$ cat src/rtl/uart_rx_pkg.sv
// Shared types and constants for the UART RX data-sampling block.
// Holds the sampler FSM state type, the legal oversampling ratios,
// the edge-count width and small vote helpers used by the sampler.
package uart_rx_pkg;

  localparam int EDGE_CNT_W = 5;
  localparam int PRESCALE_W = 6;

  localparam logic [PRESCALE_W-1:0] PRESCALE_8  = 6'd8;
  localparam logic [PRESCALE_W-1:0] PRESCALE_16 = 6'd16;
  localparam logic [PRESCALE_W-1:0] PRESCALE_32 = 6'd32;

  typedef enum logic [1:0] {
    IDLE     = 2'd0,
    WAIT_MID = 2'd1,
    SAMPLE   = 2'd2,
    VALID    = 2'd3
  } state_t;

  // Only these oversampling ratios place three sample points cleanly mid-bit.
  function automatic logic prescale_legal(input logic [PRESCALE_W-1:0] p);
    return (p == PRESCALE_8) || (p == PRESCALE_16) || (p == PRESCALE_32);
  endfunction

  function automatic logic majority3(input logic a, input logic b, input logic c);
    return (a & b) | (a & c) | (b & c);
  endfunction

  function automatic logic disagree3(input logic a, input logic b, input logic c);
    return !((a == b) && (b == c));
  endfunction

endpackage

$ cat src/rtl/uart_rx_sync2.sv
// Two-flop synchronizer for the asynchronous serial line.
// Resets to 1 so the line reads idle-high while the block is in reset.
module uart_rx_sync2 (
  input  logic clk,
  input  logic rst_n,
  input  logic d,
  output logic q
);

  logic meta;

  // Shift the raw input through two flops to resolve metastability.
  always_ff @(posedge clk) begin
    // NOTE: non-blocking assignments make meta and q shift together; blocking would collapse the chain into one flop.
    if (!rst_n) begin
      meta <= 1'b1;
      q    <= 1'b1;
    end else begin
      meta <= d;
      q    <= meta;
    end
  end

endmodule

$ cat src/rtl/uart_rx_data_sampling.sv
// UART RX data sampler: takes three samples of the synchronized line around
// the middle of each bit period, majority-votes them and flags the result
// as valid for the rest of the bit.
// Optional build macro UART_RX_NOISE_DET_EN adds the noise_err detector;
// without it noise_err is tied low.
module uart_rx_data_sampling
  import uart_rx_pkg::*;
(
  input  logic                  CLK,
  input  logic                  RST,
  input  logic                  RX_IN,
  input  logic                  dat_samp_en,
  input  logic [PRESCALE_W-1:0] prescale,
  input  logic [EDGE_CNT_W-1:0] edge_cnt,
  output logic                  sampled_bit,
  output logic                  sample_out_flag,
  output logic                  noise_err
);

  logic                  rx_sync;
  state_t                state;
  logic                  sample0;
  logic                  sample1;
  logic                  got_mid;

  logic [PRESCALE_W-1:0] edge_ext;
  logic [PRESCALE_W-1:0] mid;
  logic [PRESCALE_W-1:0] mid_m1;
  logic [PRESCALE_W-1:0] mid_p1;
  logic [PRESCALE_W-1:0] mid_p2;
  logic [PRESCALE_W-1:0] last_edge;
  logic                  run;
  logic                  vote;
  logic                  valid_hold;

  uart_rx_sync2 u_sync (
    .clk   (CLK),
    .rst_n (RST),
    .d     (RX_IN),
    .q     (rx_sync)
  );

  // Sample-point positions and the qualified vote/hold conditions.
  always_comb begin
    edge_ext   = {1'b0, edge_cnt};
    mid        = prescale >> 1;
    mid_m1     = mid - 6'd1;
    mid_p1     = mid + 6'd1;
    mid_p2     = mid + 6'd2;
    last_edge  = prescale - 6'd1;
    run        = dat_samp_en && prescale_legal(prescale);
    vote       = run && (state == SAMPLE) && got_mid && (edge_ext == mid_p1);
    // Leaving VALID at the last edge of the bit, or if the count wrapped early.
    valid_hold = run && (state == VALID) &&
                 (edge_ext != last_edge) && (edge_ext >= mid_p2);
  end

  // Sampler FSM with registered outputs.
  always_ff @(posedge CLK) begin
    if (!RST) begin
      state           <= IDLE;
      sample0         <= 1'b1;
      sample1         <= 1'b1;
      got_mid         <= 1'b0;
      sampled_bit     <= 1'b1;
      sample_out_flag <= 1'b0;
    end else if (!run) begin
      // Disabled or unusable ratio: drop any partial bit, keep the last vote.
      state           <= IDLE;
      sample0         <= 1'b1;
      sample1         <= 1'b1;
      got_mid         <= 1'b0;
      sample_out_flag <= 1'b0;
    end else begin
      case (state)
        IDLE: begin
          state           <= WAIT_MID;
          sample_out_flag <= 1'b0;
        end
        WAIT_MID: begin
          sample_out_flag <= 1'b0;
          if (edge_ext == mid_m1) begin
            sample0 <= rx_sync;
            got_mid <= 1'b0;
            state   <= SAMPLE;
          end
        end
        SAMPLE: begin
          if (vote) begin
            sampled_bit     <= majority3(sample0, sample1, rx_sync);
            sample_out_flag <= 1'b1;
            got_mid         <= 1'b0;
            state           <= VALID;
          end else if ((edge_ext == mid) && !got_mid) begin
            sample1 <= rx_sync;
            got_mid <= 1'b1;
          end else begin
            // Count skipped a sample point: abandon this bit quietly.
            got_mid         <= 1'b0;
            sample_out_flag <= 1'b0;
            state           <= WAIT_MID;
          end
        end
        VALID: begin
          if (valid_hold) begin
            sample_out_flag <= 1'b1;
          end else begin
            sample_out_flag <= 1'b0;
            state           <= WAIT_MID;
          end
        end
        default: begin
          sample_out_flag <= 1'b0;
          state           <= IDLE;
        end
      endcase
    end
  end

`ifdef UART_RX_NOISE_DET_EN
  // Noise flag: set at the vote when samples disagree, held through VALID.
  always_ff @(posedge CLK) begin
    if (!RST) begin
      noise_err <= 1'b0;
    end else if (vote) begin
      noise_err <= disagree3(sample0, sample1, rx_sync);
    end else if (!valid_hold) begin
      noise_err <= 1'b0;
    end
  end
`else
  assign noise_err = 1'b0;
`endif

endmodule
$ cat config.mk
export PLATFORM = sky130hd
export DESIGN_NAME = uart_rx_data_sampling
export DESIGN_NICKNAME = d
export VERILOG_FILES = /design/src/rtl/uart_rx_pkg.sv /design/src/rtl/uart_rx_sync2.sv /design/src/rtl/uart_rx_data_sampling.sv
export SDC_FILE = /design/constraint.sdc
export NUM_CORES = 1
export LEC_CHECK = 0
export BUFFER_PORTS_ARGS = -buffer_cell sky130_fd_sc_hd__buf_2
export CORE_UTILIZATION = 51
export DETAILED_ROUTE_END_ITERATION = 8
export GPL_TIMING_DRIVEN = 0
export PLACE_DENSITY = 0.73
export SLEW_MARGIN = 20
export SYNTH_ARGS = -nofsm -noshare
export SYNTH_HDL_FRONTEND = slang
export SYNTH_HIERARCHICAL = 1
export SYNTH_SLANG_ARGS = --single-unit
$ cat constraint.sdc
create_clock -name CLK -period 2.5 [get_ports CLK]
set_clock_uncertainty 0.2 [all_clocks]
set_input_delay 0 -clock CLK [delete_from_list [all_inputs] [get_ports CLK]]
set_output_delay 0 -clock CLK [all_outputs]
set_load 0.05 [all_outputs]
==> results.yml <==
timing:
  fin_ws_ps: 437
  drv_slew: 0
  rsz0062_at_grt: "false"
  fin_setup_tns_ps: 0
  period_needed_ps: 2060
  tightest_slew_ps: 495
  holdWs_ps: 129
  slew_headroom_pct: 66.7
  fmax_mhz: 485
  period_share_pct: 82.5
  hold_viol_final: 0
  setup_viol: 0
global_routing:
  grt_use_met2_pct: 38.0
  use_met1_pct: 27.6
  grt_max_degree: 11
  antenna_found_initial: 0
  grt_overflow_total: 0
  grt_pass1_wl_um: 4030
  track_usage_pct: 22.0
  grt_pass1_vias: 890
  top_usage_layer: "met2"
  use_met3_pct: 5.61
finish:
  final_common_cell: "buf_2"
  most-common-layout-cells: "buf_2 (18), ha_1 (17), inv_1 (12), nand2_1 (12), nor2_1 (10)"
  drive_gt1_share_pct: 19.7
  utilization_pct: 64.6
  diodes: 0
  final_nets: 190
  syn2layout_area_growth_pct: 15.7
  fin_cells: 184
power:
  p_switching_mw: 0.136
  ir_drop_mv: 0.312
  switching_share_pct: 33.3
  power_frac_seq_pct: 35.9
  p_leak_nw: 0.568
  clkPwrFrac_pct: 28.5
  p_int_mw: 0.271
  p_comb_share_pct: 35.6
  pwr_density_cell_mw_per_mm2: 314
setup_path:
  crit_path_end_kind: "flip-flop"
  worst_ep_arrival_time_ps: 2020
  r2r_cells: 8
  worst-setup-path-type: "in -> reg"
  crit_fanout: 9
  startpoint_type: "input pin"
  cp_data_required_time_ps: 2460
logic_synthesis:
  ys_top_cells_by_area: "ha_1 (19%), dfxtp_1 (16%), xnor2_1 (7.0%)"
  avgSynthCellArea_sq_um: 8.35
  synth.top_cell.area_share_pct: 19.0
  ys_ff_latch: 9
  synthesis.area_sq_mm: 0.00112
  synthFlopType: "dfxtp_1"
  synth.distinct_cells: 37
  yosysTopAreaCell: "ha_1"
  synthMuxAreaShare_pct: 7.27
  synth_xor_xnor_area_share_pct: 15.5
  synth-edff-count: 0
  synth_compound_area_share_pct: 11.2
  syn_nets: 166
  yosysWarnings: 6
  synthCells: 134
  synth-adder-area-share_pct: 19.9
  synth-simple-area-share_pct: 22.6
  async_reset_ff_share_pct: 0
  synth_top_family_by_area: "simple AND/OR/NAND/NOR gates"
  synth-seq-area-share_pct: 16.1
clocking:
  insertion_delay_ps: 270
  cts_buffers: 3
  tritoncts: "built"
  clk_transition_reported_paths_ps: 50
  cts_resized: 0
  root_buffer: "clkbuf_4"
  htreeDepth: 1
  cts_sinks: 9
  cts_buffer_depth: 2
floorplanning:
  fp.coreArea_sq_mm: 0.00200
  ios: 18
  start_util_pct: 55.9
  die_y_um: 48.8
  dieArea_sq_mm: 0.00238
  rows: 16
  dieWidth_um: 48.8
placed_design:
  port_buffers: 15
  dp_hpwl_um: 1880
  finalWeightedCongestion: 0.802
  pre_cts_ws_ps: 192
  dpl.cell_count: 176
drt:
  drt-total-wl_um: 2370
  drt_iter0_drc: 15
  vias: 955
  first_pass_iters: 4
  vias_per_cell: 5.19
  drc: 0
  wl_per_cell_um: 12.9
  antenna_left: 0
hold_path:
  hold_depth: 4
  hold_class: "in -> reg"
job:
  maxCapViolCount: 0
run_status:
  status: "finished, final reports clean"
==> worst paths after layout <==
kind / startpoint / endpoint / slack, ps
worst min-delay path: prescale[4] / sample_out_flag / 130
worst max register to register: state[0] / state[0] / 510
worst max-delay path: prescale[3] / state[0] / 440
worst min register to register: u_sync/meta / u_sync/q / 220
==> state kept, by name (all words and copies together) (netlist names) <==
signal           count
state                2
got_mid              1
sample0              1
sample1              1
sample_out_flag      1
sampled_bit          1
u_sync/meta          1
u_sync/q             1
==> layout make-up <==
type,count,area [sq um]
Sequential cell,9,180
Fill cell,184,708
Clock buffer,4,26.3
Multi-Input combinational cell,108,860
Timing Repair Buffer,19,115
Inverter,12,45.0
Tap cell,27,33.8
Buffer,5,33.8
==> worst max-delay path, cell delays in order <==
cell and delay, ps:
buf_2 100, buf_2 210, inv_1 90, ha_1 210
a21boi_0 430, and3_1 220, nor3_1 60, a211oi_2 250
nor2_1 110, o31a_1 240, o21a_1 100
==> logic make-up after synthesis <==
family / count (synthesis)
buffers and inverters: 17
muxes: 8
xor gates and xnor gates: 19
DFF: 9
other: 1
adders and majority gates: 18
and+or+nand+nor: 45
AOI/OAI and AO/OA: 17
==> timing repair <==
item / 4_1_cts / 5_1_grt
hold endpoints to repair: 7 / 0
hold buffers: 4 / 0
buffers inserted: 0 / 0
==> layer usage <==
metal	vias to the layer above	wire, um
met3	2	110
met1	430	1070
li1	497	-
met5	-	0
met4	0	21
met2	26	1170
==> power by group through the flow <==
stage          Combinational (mW)  Sequential, mW  Clock, mW
6_report                    0.145           0.146      0.116
5_1_grt                     0.161           0.146      0.129
4_1_cts                     0.144           0.146      0.112
3_5_place_dp                0.139           0.149          0
3_3_place_gp                0.134           0.149          0
2_1_floorplan               0.101           0.149          0
==> cells in the mapped netlist (2+ instances only) <==
| cell | number |
|---|---|
| nor3_1 | 4 |
| a21oi_1 | 2 |
| nand3_1 | 6 |
| o21ai_0 | 6 |
| nand4b_1 | 2 |
| ha_1 | 17 |
| xor2_1 | 9 |
| mux2i_1 | 7 |
| nor3_2 | 2 |
| nand2b_1 | 3 |
| dfxtp_1 | 9 |
| buf_2 | 3 |
| nand2_1 | 12 |
| inv_1 | 12 |
| nor2_1 | 10 |
| xnor2_1 | 9 |
==> through the flow <==
| step | power [mW] | cell area [sq um] |
|---|---|---|
| 2_1_floorplan | 0.250 | 1120 |
| 3_3_place_gp | 0.283 | 1230 |
| 3_5_place_dp | 0.288 | 1230 |
| 4_1_cts | 0.403 | 1290 |
| 5_1_grt | 0.436 | 1290 |
| 6_report | 0.407 | 1290 |
Note: power is estimated with default switching activity, not from simulation.
